--- config.mk ---
export PLATFORM = sky130hd
export DESIGN_NAME = ttt_processor_array
export DESIGN_NICKNAME = d
export VERILOG_FILES = /design/src/rtl/ttt_processor_array.sv
export SDC_FILE = /design/constraint.sdc
export NUM_CORES = 1
export LEC_CHECK = 0
export CAP_MARGIN = 20
export CORE_AREA = 2 2 184 204
export DETAILED_ROUTE_END_ITERATION = 12
export DIE_AREA = 0 0 186 206
export GPL_TIMING_DRIVEN = 0
export SYNTH_ARGS = -nofsm -noshare
export SYNTH_HDL_FRONTEND = slang
export SYNTH_SLANG_ARGS = --single-unit
--- constraint.sdc ---
create_clock -name clock -period 2.9 [get_ports clock]
set_clock_uncertainty 0.2 [all_clocks]
set_input_delay 0.58 -clock clock [delete_from_list [all_inputs] [get_ports clock]]
set_output_delay 0.58 -clock clock [all_outputs]
set_load 0.02 [all_outputs]
--- src/rtl/ttt_processor_array.sv ---
// rtl/ttt_processor_array.sv - multi-channel token-threshold-timer array (optional TTT_REFRACTORY_EN)
module ttt_processor_array #(
    parameter int NUM_CHANNELS     = 4,
    parameter int NEW_TOKEN_BITS   = 4,
    parameter int TOKEN_BITS       = 8,
    parameter int DURATION_BITS    = 8,
    parameter int DATA_BITS        = 8,
    parameter int ADDR_BITS        = 2,
    parameter int REFRACTORY_STEPS = 2
) (
    input  logic                                   clock,
    input  logic                                   reset,
    input  logic                                   enable,
    input  logic [3:0]                             instruction,
    input  logic [ADDR_BITS-1:0]                   channel_addr,
    input  logic                                   broadcast,
    input  logic [NUM_CHANNELS*NEW_TOKEN_BITS-1:0] good_tokens_in,
    input  logic [NUM_CHANNELS*NEW_TOKEN_BITS-1:0] bad_tokens_in,
    output logic [NUM_CHANNELS-1:0]                token_start,
    output logic [NUM_CHANNELS-1:0]                token_stop,
    output logic [NUM_CHANNELS-1:0]                token_valid,
    input  logic [DATA_BITS-1:0]                   data_in,
    output logic [DATA_BITS-1:0]                   data_out
);
    localparam logic [3:0] OP_ADD_GOOD = 4'b0000, OP_ADD_BAD = 4'b0001, OP_SET_GOOD = 4'b0010,
                           OP_GET_GOOD = 4'b0011, OP_SET_BAD = 4'b0100, OP_GET_BAD  = 4'b0101,
                           OP_SET_REM  = 4'b0110, OP_GET_REM = 4'b0111, OP_TALLY    = 4'b1000,
                           OP_COUNT    = 4'b1001, OP_SET_GTH = 4'b1010, OP_GET_GTH  = 4'b1011,
                           OP_SET_BTH  = 4'b1100, OP_GET_BTH = 4'b1101, OP_SET_DUR  = 4'b1110,
                           OP_GET_DUR  = 4'b1111;
    localparam logic signed [TOKEN_BITS-1:0] TOK_MAX = {1'b0, {(TOKEN_BITS-1){1'b1}}};
    localparam logic signed [TOKEN_BITS-1:0] TOK_MIN = {1'b1, {(TOKEN_BITS-1){1'b0}}};

`ifdef TTT_REFRACTORY_EN
    localparam int RB = (REFRACTORY_STEPS < 1) ? 1 : $clog2(REFRACTORY_STEPS + 1);
    typedef enum logic [1:0] {ST_OFF, ST_ON, ST_REFR} state_t;
`else
    typedef enum logic [1:0] {ST_OFF, ST_ON} state_t;
    logic unused_refr_steps;
    assign unused_refr_steps = (REFRACTORY_STEPS != 0);
`endif

    // Clamp counter + delta into the signed counter range instead of wrapping.
    function automatic logic signed [TOKEN_BITS-1:0] sat_add(input logic signed [TOKEN_BITS-1:0] a,
                                                              input logic signed [NEW_TOKEN_BITS-1:0] d);
        logic signed [TOKEN_BITS:0] s;
        s = (TOKEN_BITS+1)'(a) + (TOKEN_BITS+1)'(d);
        if (s > (TOKEN_BITS+1)'(TOK_MAX))      return TOK_MAX;
        else if (s < (TOKEN_BITS+1)'(TOK_MIN)) return TOK_MIN;
        else                                   return s[TOKEN_BITS-1:0];
    endfunction

    logic signed [TOKEN_BITS-1:0]    good_q [NUM_CHANNELS];
    logic signed [TOKEN_BITS-1:0]    bad_q  [NUM_CHANNELS];
    logic signed [TOKEN_BITS-1:0]    gthr_q [NUM_CHANNELS];
    logic signed [TOKEN_BITS-1:0]    bthr_q [NUM_CHANNELS];
    logic        [DURATION_BITS-1:0] dur_q  [NUM_CHANNELS];
    logic        [DURATION_BITS-1:0] rem_q  [NUM_CHANNELS];
    logic signed [TOKEN_BITS-1:0]    wr_tok;
    logic        [DURATION_BITS-1:0] wr_dur;

    assign wr_tok = data_in[TOKEN_BITS-1:0];
    assign wr_dur = data_in[DURATION_BITS-1:0];

    for (genvar i = 0; i < NUM_CHANNELS; i++) begin : g_ch
        logic signed [NEW_TOKEN_BITS-1:0] gd, bd;
        logic                             sel, pass;
        logic signed [TOKEN_BITS-1:0]     good_n, bad_n, gthr_n, bthr_n;
        logic        [DURATION_BITS-1:0]  dur_n, rem_n;
        logic                             start_n, stop_n, start_q, stop_q, valid_q;
        state_t                           state_q, state_n;
`ifdef TTT_REFRACTORY_EN
        logic [RB-1:0]                    refr_q, refr_n;
`endif

        assign gd   = good_tokens_in[i*NEW_TOKEN_BITS +: NEW_TOKEN_BITS];
        assign bd   = bad_tokens_in[i*NEW_TOKEN_BITS +: NEW_TOKEN_BITS];
        assign sel  = broadcast || (channel_addr == ADDR_BITS'(i));
        assign pass = (good_q[i] >= gthr_q[i]) && (bad_q[i] <= bthr_q[i]);

        // Next-state decode for one channel; pulses default low every cycle.
        always_comb begin
            good_n  = good_q[i];
            bad_n   = bad_q[i];
            gthr_n  = gthr_q[i];
            bthr_n  = bthr_q[i];
            dur_n   = dur_q[i];
            rem_n   = rem_q[i];
            state_n = state_q;
            start_n = 1'b0;
            stop_n  = 1'b0;
`ifdef TTT_REFRACTORY_EN
            refr_n  = refr_q;
`endif
            if (enable) begin
                case (instruction)
                    OP_ADD_GOOD: good_n = sat_add(good_q[i], gd);
                    OP_ADD_BAD:  bad_n  = sat_add(bad_q[i], bd);
                    OP_SET_GOOD: if (sel) good_n = wr_tok;
                    OP_SET_BAD:  if (sel) bad_n  = wr_tok;
                    OP_SET_GTH:  if (sel) gthr_n = wr_tok;
                    OP_SET_BTH:  if (sel) bthr_n = wr_tok;
                    OP_SET_DUR:  if (sel) dur_n  = wr_dur;
                    OP_SET_REM: if (sel) begin
                        rem_n   = wr_dur;
                        state_n = (wr_dur != '0) ? ST_ON : ST_OFF;
`ifdef TTT_REFRACTORY_EN
                        refr_n  = '0;
`endif
                    end
                    OP_TALLY: begin
                        if (state_q == ST_OFF && pass) begin
                            state_n = ST_ON;
                            rem_n   = dur_q[i];
                            start_n = 1'b1;
                        end else if (state_q == ST_ON && rem_q[i] == '0 && pass) begin
                            rem_n = dur_q[i];
                        end else if (state_q == ST_ON && (bad_q[i] > bthr_q[i] || rem_q[i] == '0)) begin
                            rem_n  = '0;
                            stop_n = 1'b1;
`ifdef TTT_REFRACTORY_EN
                            state_n = ST_REFR;
                            refr_n  = RB'(REFRACTORY_STEPS);
`else
                            state_n = ST_OFF;
`endif
                        end
                    end
                    OP_COUNT: begin
                        if (state_q == ST_ON && rem_q[i] != '0) rem_n = rem_q[i] - 1'b1;
`ifdef TTT_REFRACTORY_EN
                        if (state_q == ST_REFR) begin
                            if (refr_q <= RB'(1)) begin
                                state_n = ST_OFF;
                                refr_n  = '0;
                            end else begin
                                refr_n = refr_q - 1'b1;
                            end
                        end
`endif
                    end
                    default: ;
                endcase
            end
        end

        // Channel state register; reset overrides any instruction.
        always_ff @(posedge clock) begin
            if (reset) begin
                good_q[i] <= '0;
                bad_q[i]  <= '0;
                gthr_q[i] <= TOK_MAX;
                bthr_q[i] <= '0;
                dur_q[i]  <= '0;
                rem_q[i]  <= '0;
                state_q   <= ST_OFF;
                start_q   <= 1'b0;
                stop_q    <= 1'b0;
                valid_q   <= 1'b0;
`ifdef TTT_REFRACTORY_EN
                refr_q    <= '0;
`endif
            end else begin
                good_q[i] <= good_n;
                bad_q[i]  <= bad_n;
                gthr_q[i] <= gthr_n;
                bthr_q[i] <= bthr_n;
                dur_q[i]  <= dur_n;
                rem_q[i]  <= rem_n;
                state_q   <= state_n;
                start_q   <= start_n;
                stop_q    <= stop_n;
                valid_q   <= (state_n == ST_ON);
`ifdef TTT_REFRACTORY_EN
                refr_q    <= refr_n;
`endif
            end
        end

        assign token_start[i] = start_q;
        assign token_stop[i]  = stop_q;
        assign token_valid[i] = valid_q;
    end

    logic [DATA_BITS-1:0] data_n;
    logic                 hit;
    logic signed [TOKEN_BITS-1:0] rd_good, rd_bad, rd_gthr, rd_bthr;
    logic [DURATION_BITS-1:0]     rd_dur, rd_rem;

    // Readback / write-echo value; out-of-range address yields 0.
    always_comb begin
        data_n  = data_out;
        hit     = 1'b0;
        rd_good = '0;
        rd_bad  = '0;
        rd_gthr = '0;
        rd_bthr = '0;
        rd_dur  = '0;
        rd_rem  = '0;
        for (int i = 0; i < NUM_CHANNELS; i++) begin
            if (channel_addr == ADDR_BITS'(i)) begin
                hit     = 1'b1;
                rd_good = good_q[i];
                rd_bad  = bad_q[i];
                rd_gthr = gthr_q[i];
                rd_bthr = bthr_q[i];
                rd_dur  = dur_q[i];
                rd_rem  = rem_q[i];
            end
        end
        if (enable) begin
            case (instruction)
                OP_SET_GOOD, OP_SET_BAD, OP_SET_GTH, OP_SET_BTH:
                    data_n = (broadcast || hit) ? DATA_BITS'(wr_tok) : '0;
                OP_SET_DUR, OP_SET_REM:
                    data_n = (broadcast || hit) ? DATA_BITS'(wr_dur) : '0;
                OP_GET_GOOD: data_n = hit ? DATA_BITS'(rd_good) : '0;
                OP_GET_BAD:  data_n = hit ? DATA_BITS'(rd_bad)  : '0;
                OP_GET_GTH:  data_n = hit ? DATA_BITS'(rd_gthr) : '0;
                OP_GET_BTH:  data_n = hit ? DATA_BITS'(rd_bthr) : '0;
                OP_GET_DUR:  data_n = hit ? DATA_BITS'(rd_dur)  : '0;
                OP_GET_REM:  data_n = hit ? DATA_BITS'(rd_rem)  : '0;
                default: ;
            endcase
        end
    end

    // Registered programming-bus readback.
    always_ff @(posedge clock) begin
        if (reset) data_out <= '0;
        else       data_out <= data_n;
    end
endmodule

==> results of run 1 <==
per-stage QoR:
step	area (um^2)	TNS, ns	cells	hold slack [ns]
after detailed placement	17500	-130.51	2642	0.255
after floorplan	16200	0	2082	0.236
after CTS	18700	0	2698	0.263
final	19200	0	2713	0.257
after global routing	19200	-1.32	2712	0.277
after global placement	17400	-151.27	2638	0.242
power by group:
group          switching, mW  internal [mW]  total [mW]  leakage [nW]
Sequential             0.124           3.10        3.22          1.79
Clock                   1.39           2.01        3.40         0.418
Combinational           1.13          0.652        1.78          5.53
cell type report:
class | count | area (um^2)
inverter | 98 | 368
buffer | 120 | 589
antenna | 1 | 2.50
clock buffer | 40 | 774
clock inverter | 7 | 90.1
sequential | 220 | 4420
multi-input combinational | 1638 | 11400
tap | 494 | 618
fill | 3608 | 17400
timing repair buffer | 95 | 896
cell families (layout without fill, tap and decap cells):
kind of cell | Yosys count | after routing | share of synthesized area (%)
AO/OA/AOI/OAI | 703 | 703 | 27.3
AND/OR/NAND/NOR | 649 | 649 | 19.5
XOR/XNOR | 55 | 55 | 2.98
buffers and inverters | 224 | 360 | 5.75
adder cells (fa/ha/maj) | 140 | 140 | 11.2
other | 0 | 1 | 0
flip-flops | 220 | 220 | 27.2
multiplexers | 91 | 91 | 5.98
worst max-delay path: stages:
cell and delay [ns]:
clkbuf_1 0.28, clkbuf_4 0.39, buf_2 0.37, mux4_2 0.38, a22oi_1 0.40, nand3_1 0.20, o221ai_1 0.37, a21oi_1 0.13
cells in the final DEF (no fill, tap or decap), types with 27 or more instances in the layout:
cell             netlist  routed
nand3_1               84      82
ha_1                 132     123
buf_4                 12      45
clkbuf_16              0      27
nand2_1              209     209
inv_1                 97      97
nor3_1                50      45
a21oi_1              202     189
a211oi_1              45      40
dfxtp_1              220     212
mux2i_1               82      82
o21ai_0              198     186
xor2_1                27      27
clkdlybuf4s50_1        0      54
clkbuf_1              89      77
xnor2_1               28      28
nor2_1               137     133
worst min path at each step:
| stage | startpoint | end | depth (start not counted) |
|---|---|---|---|
| after floorplan | bthr_q[1][2]$_SDFFE_PP0P_ | bthr_q[1][2]$_SDFFE_PP0P_ | 2 |
| after global placement | data_out[5]$_SDFFE_PP0P_ | data_out[5]$_SDFFE_PP0P_ | 2 |
| after detailed placement | data_out[6]$_SDFFE_PP0P_ | data_out[6]$_SDFFE_PP0P_ | 2 |
| after CTS | data_out[6]$_SDFFE_PP0P_ | data_out[6]$_SDFFE_PP0P_ | 2 |
| after global routing | data_out[6]$_SDFFE_PP0P_ | data_out[6]$_SDFFE_PP0P_ | 2 |
| final | data_out[5]$_SDFFE_PP0P_ | data_out[5]$_SDFFE_PP0P_ | 2 |
flip-flops by register name (all words and copies together), names as in the netlist, 8 cells and up:
name,cells
dur_q,32
g_ch.state_q,8
bad_q,32
gthr_q,32
data_out,8
good_q,32
rem_q,32
bthr_q,32
layer usage:
| metal | vias up | wire, um | track usage (%) | share of wire [%] |
|---|---|---|---|---|
| met1 | 8174 | 30100 | 48.2 | 42 |
| li1 | 7919 | - | - | - |
| met2 | 849 | 31000 | 56.8 | 43 |
| met4 | 2 | 4300 | 19.5 | 6.0 |
| met3 | 207 | 6360 | 8.04 | 8.9 |
| met5 | - | 13 | 0 | 0.018 |
what timing repair did:
action / in CTS / in global routing
setup endpoints to repair: 150 / 96
gates resized for setup: 72 / 98
pin swaps: 15 / 31
buffers inserted: 13 / 14
==> impl_results.md, run 1 <==
- Outcome: finished clean
- Critical path destination: data_out[0]$_SDFFE_PP0P_
- Area contributors post-synth: dfxtp_1 27%, ha_1 10%, a21oi_1 6.2%
- Share of the synthesized area in the top cell type: between 20% and 30%
- Crit-path max FO: 10
- Area leader, netlist: dfxtp_1
- Syn Nets: 2272
- Setup Slack @ Placement: -1.07 ns
- Worst r2r src: bthr_q[1][6]$_SDFFE_PP0P_
- Vias in the first global route: 15958
- DRC: 0
- Post-synth ARST share: 0%
- Ys flop type: dfxtp_1
- Via/cell ratio: ~6.3
- Final Util: a little over half
- Unrepaired setup endpoints after global routing: true
- CP arrival: around 3.1 ns
- H-tree Lvls: 1
- 1st-iter DRT viols: 1586
- CP Launch Type: input pin
- R2R depth: 9
- Leakage power: a little under 8 nW
- Post-synth top cells: 220 x dfxtp_1, 209 x nand2_1, 202 x a21oi_1
- PortBufs: 62
- Cells after synthesis: between 2000 and 2500
- Most instantiated library cell after synthesis: dfxtp_1
- Syn. warnings: 0
- Slack of the critical path: ~0.0077 ns
- Row cnt: 74
- Layout area overhead: 18.7%
- Post-synthesis register bit count: 220
- Vias after detailed routing: roughly 17000
- Initial Utilization: approximately 44%
- Core ar.: 0.0366 mm^2
- Crit path launch: channel_addr[1]
- Clock Pin Slew Worst Setup and Hold Paths: 0.06 ns
- CP endpoint kind: flop
- Post-synthesis cell type count: 89
- Antenna Nets Post-Route: 0
- Worst Path Required: around 3.1 ns
- Fmax: 346 MHz
- GP Congestion: approximately 1.1
- Reg-to-Reg End: rem_q[1][5]$_SDFFE_PP0P_
- Height of the die: between 200 and 250 um
- Pwr dens: about 440 mW/mm^2
- CTS buffer count: 26
- Routed wire per std cell: about 26 um
- CTS Buffer Depth: 3
- Initial antenna violation count: 3
- Max-slew violation count: 0
- Worst min-delay path class: reg2reg
- FF-to-FF setup slack: about 0.060 ns
- Crit path kind: in2reg
- EDFF count, synth: 0
- Max-cap violations: 0
- Post-Syn Area per Cell: 7.77 um^2
- CTS Hold Bufs: 0
- Remaining Overflow, GRT: 0
- Share of cells above drive strength 1: 11.2%
- CTS tree: yes
- Final-stage net count: roughly 2400
- Routed Wire Length: just over 70000 um
- First-pass GRT wire length: slightly above 100000 um
- Chip Width: approximately 190 um
- Final period util: between 90% and 100%
- Largest net degree at the start of global routing: 20
- Final Power: 8.40 mW
- DRT Pass-1 Iters: 6
- Die area: ~0.038 mm^2
- Later-pin clock latency in the skew report: 0.56 ns
- Peak VDD IR: 0.000395 V
- Final Hold Fails: 0
- Tmin final: between 2 and 3 ns
- Post-Syn Area: about 0.016 mm^2
- Sequential share of the synthesized area: roughly 27%
- Hpwl dp: around 56000 um
- GRT Util Overall: 36.9%
- Sinks on Clock Net: 220
- Worst slew margin: roughly an eighth
- # IOs: 70
- Slew @ Worst Pin: 1.31 ns
- CTS Root Cell: clkbuf_16
- Final setup violation count: 0
Power figures use the tool's default switching activity.
==> run 2, diff against run 1 <==
- GPL_ROUTABILITY_DRIVEN: unset -> 0
==> run 2 against run 1 <==
Compared with the run above:
- the run now ends with negative setup slack left
- count of clock-buffer cells in the layout is 8 lower
- non-clock buffer count is 4 lower
- sequential power hardly changed
- final area is 0.66% lower
- die area stayed put
- global-route usage is 2.5 points lower
- cell count is 0.22% lower
- clock power is 6.2% lower
- largest power group is now sequential cells
- power is 3.0% lower
- sequential share of layout area is 0.11 points higher
- critical path depth is 3 higher
==> impl_results.md, run 2 (synthesis gave the netlist of run 1 again) <==
- Outcome: finished with violations
- Failing checks: negative setup slack
- Fmax: 344 MHz (-0.56%)
- Layout area overhead: 17.9%
- CP dominant cell by count: buf_6
- Worst path slowest cell: clkdlybuf4s50_1
- Final-stage net count: 2384 (-0.21%)
- Slew @ Worst Pin: 1.26 ns (-0.0524 ns)
- Initial Utilization: 44.2% (unchanged)
- Later-pin clock latency in the skew report: 0.55 ns (about the same)
- Leakage power: 7.70 nW (-0.37%)
- Vias after detailed routing: 17445 (+1.7%)
- Core ar.: 0.0366 mm^2 (unchanged)
- Hpwl dp: 50500 um (-9.2%)
- Via/cell ratio: 6.44 (+1.9%)
- CP cell instances: clkdlybuf4s50_1 -> buf_6 -> or3b_1 -> buf_6 -> a21boi_2 -> o221ai_2 -> or3_4 -> o22ai_4 -> buf_4 -> nor2_1 -> a211oi_1
- Dpl cells: 2641 (-0.038%)
- CTS Buffer Depth: 3 (unchanged)
- Worst min-delay path class: reg2reg
- Pwr dens: 427 mW/mm^2 (-2.4%)
- Commonest non-fill, non-tap cell in the layout: dfxtp_1
- First-pass GRT wire length: 99200 um (-4.3%)
- CTS Root Cell: clkbuf_16
- Fill count: 3614 (+0.17%)
- # IOs: 70 (unchanged)
- Routed wire per std cell: 24.6 um (-6.9%)
- Vias in the first global route: 16204 (+1.5%)
- Crit path launch: instruction[2]
- Final Power: 8.15 mW (-3.0%)
- Initial antenna violation count: 4 (+1)
- Crit-path max FO: 10 (unchanged)
- Reg-to-Reg End: rem_q[3][4]$_SDFFE_PP0P_
- Final Hold Fails: 0 (unchanged)
- Max-cap violations: 0 (unchanged)
- Final setup violation count: 1 (+1)
- CP arrival: 3.13 ns (+0.02 ns)
- Clock Pin Slew Worst Setup and Hold Paths: 0.06 ns (about the same)
- HP Start: bthr_q[1][2]$_SDFFE_PP0P_
- Antenna Nets Post-Route: 0 (unchanged)
- Crit path kind: in2reg
- Post-Layout Cell Count: 2707 (-0.22%)
- Routed Wire Length: 66700 um (-7.1%)
- Chip Width: 186 um (unchanged)
- Critical path destination: rem_q[2][0]$_SDFFE_PP0P_
- Worst slew margin: 16.1% (+3.5 points)
- CTS buffer count: 25 (-3.8%)
- Worst r2r src: bthr_q[3][5]$_SDFFE_PP0P_
- 1st-iter DRT viols: 1953 (+23%)
- CTS tree: yes
- Die area: 0.0383 mm^2 (unchanged)
- Unrepaired setup endpoints after global routing: true
- Max-slew violation count: 0 (unchanged)
- DRT Pass-1 Iters: 8 (+2)
- Peak VDD IR: 0.000377 V (-4.5%)
- Final Util: 52.2% (-0.35 points)
- H-tree Lvls: 1 (unchanged)
- Height of the die: 206 um (unchanged)
- Remaining Overflow, GRT: 0 (unchanged)
- Slack of the critical path: -0.00847 ns (-0.0161 ns)
- Tmin final: 2.91 ns (+0.0161 ns)
- GRT Util Overall: 34.5% (-2.5 points)
- Sinks on Clock Net: 220 (unchanged)
- Worst Path Required: 3.12 ns (about the same)
- Final period util: 100% (+0.56 points)
- Most frequent cells in the layout: 214 x dfxtp_1, 209 x nand2_1, 189 x o21ai_0, 186 x a21oi_1, 130 x nor2_1
- Worst Path Buf+Inv: 4 (+1)
- PortBufs: 62 (unchanged)
- CP max stage delay: 0.44 ns (+0.04 ns)
- CP delay by family, top: buffers and inverters
- CP endpoint kind: flop
- R2R depth: 11 (+2)
- Row cnt: 74 (unchanged)
- DRC: 0 (unchanged)
- Largest net degree at the start of global routing: 14 (-30%)
- FF-to-FF setup slack: 0.04 ns (-0.02 ns)
- Share of cells above drive strength 1: 11.4% (+0.27 points)
- CP Depth: 11 (+3)
- CP Launch Type: input pin
==> run 2: cell count changes in the layout (fill, tap and decap cells not counted), moves of 4 or more <==
cell,change
buf_2,+5
buf_4,-7
clkbuf_1,-7
clkbuf_2,+5
clkbuf_4,-4
ha_4,-6
==> run 2: how the worst min path moves through the flow <==
stage | endpoint | slack [ns] | cells past startpoint
floorplan | bthr_q[1][2]$_SDFFE_PP0P_ | 0.24 | 2
global placement | bthr_q[1][2]$_SDFFE_PP0P_ | 0.25 | 2
detailed placement | bthr_q[1][2]$_SDFFE_PP0P_ | 0.25 | 2
CTS | bthr_q[1][2]$_SDFFE_PP0P_ | 0.27 | 2
global route | bthr_q[1][2]$_SDFFE_PP0P_ | 0.29 | 2
finish | bthr_q[1][2]$_SDFFE_PP0P_ | 0.27 | 2
==> run 2: timing repair <==
action	CTS	global route
gates resized for setup	58	117
setup endpoints to repair	151	153
pin swaps	13	23
setup buffers	12	11
gates cloned	0	2
hold buffers	0	0
==> run 2: area by class of cell <==
type | count | area, um^2 | share of cell area, %
plain buffers | 120 | 577 | 3.02
well taps | 494 | 618 | 3.24
clock inverters | 11 | 116 | 0.610
clock buffers | 32 | 682 | 3.58
multi-input cells | 1638 | 11400 | 60.0
repair buffers | 91 | 852 | 4.47
inverters | 98 | 368 | 1.93
diodes | 3 | 7.51 | 0.0394
flip-flops and latches | 220 | 4410 | 23.1
==> run 2: worst min-delay path: stages, from the launching register on <==
cell     delay (ns)
dfxtp_1        0.31
nand2_1        0.05
a21oi_1        0.05
==> run 2: metrics by stage <==
| step | worst slack (ns) | TNS [ns] | cell area, um^2 | hold WS (ns) |
|---|---|---|---|---|
| 2_1_floorplan | 0.0323 | 0 | 16200 | 0.236 |
| 3_3_place_gp | -1.03 | -141.29 | 17400 | 0.247 |
| 3_5_place_dp | -1.07 | -125.12 | 17400 | 0.252 |
| 4_1_cts | -0.000926 | -0.000926 | 18600 | 0.265 |
| 5_1_grt | -0.0519 | -0.372 | 19100 | 0.288 |
| 6_report | -0.00847 | -0.00847 | 19100 | 0.269 |
==> run 2: power by group <==
group	switching [mW]	total, mW	internal [mW]
logic	1.11	1.74	0.632
clock network	1.36	3.19	1.84
registers	0.122	3.22	3.10
==> run 2: layer usage <==
layer	up-vias	track usage (%)	routed length (um)	part of all wire, %
li1	7900	-	-	-
met5	-	0	8	0.012
met4	2	17.2	3880	5.8
met1	8302	44.6	26800	40
met2	992	53.4	28700	43
met3	249	8.21	7330	11
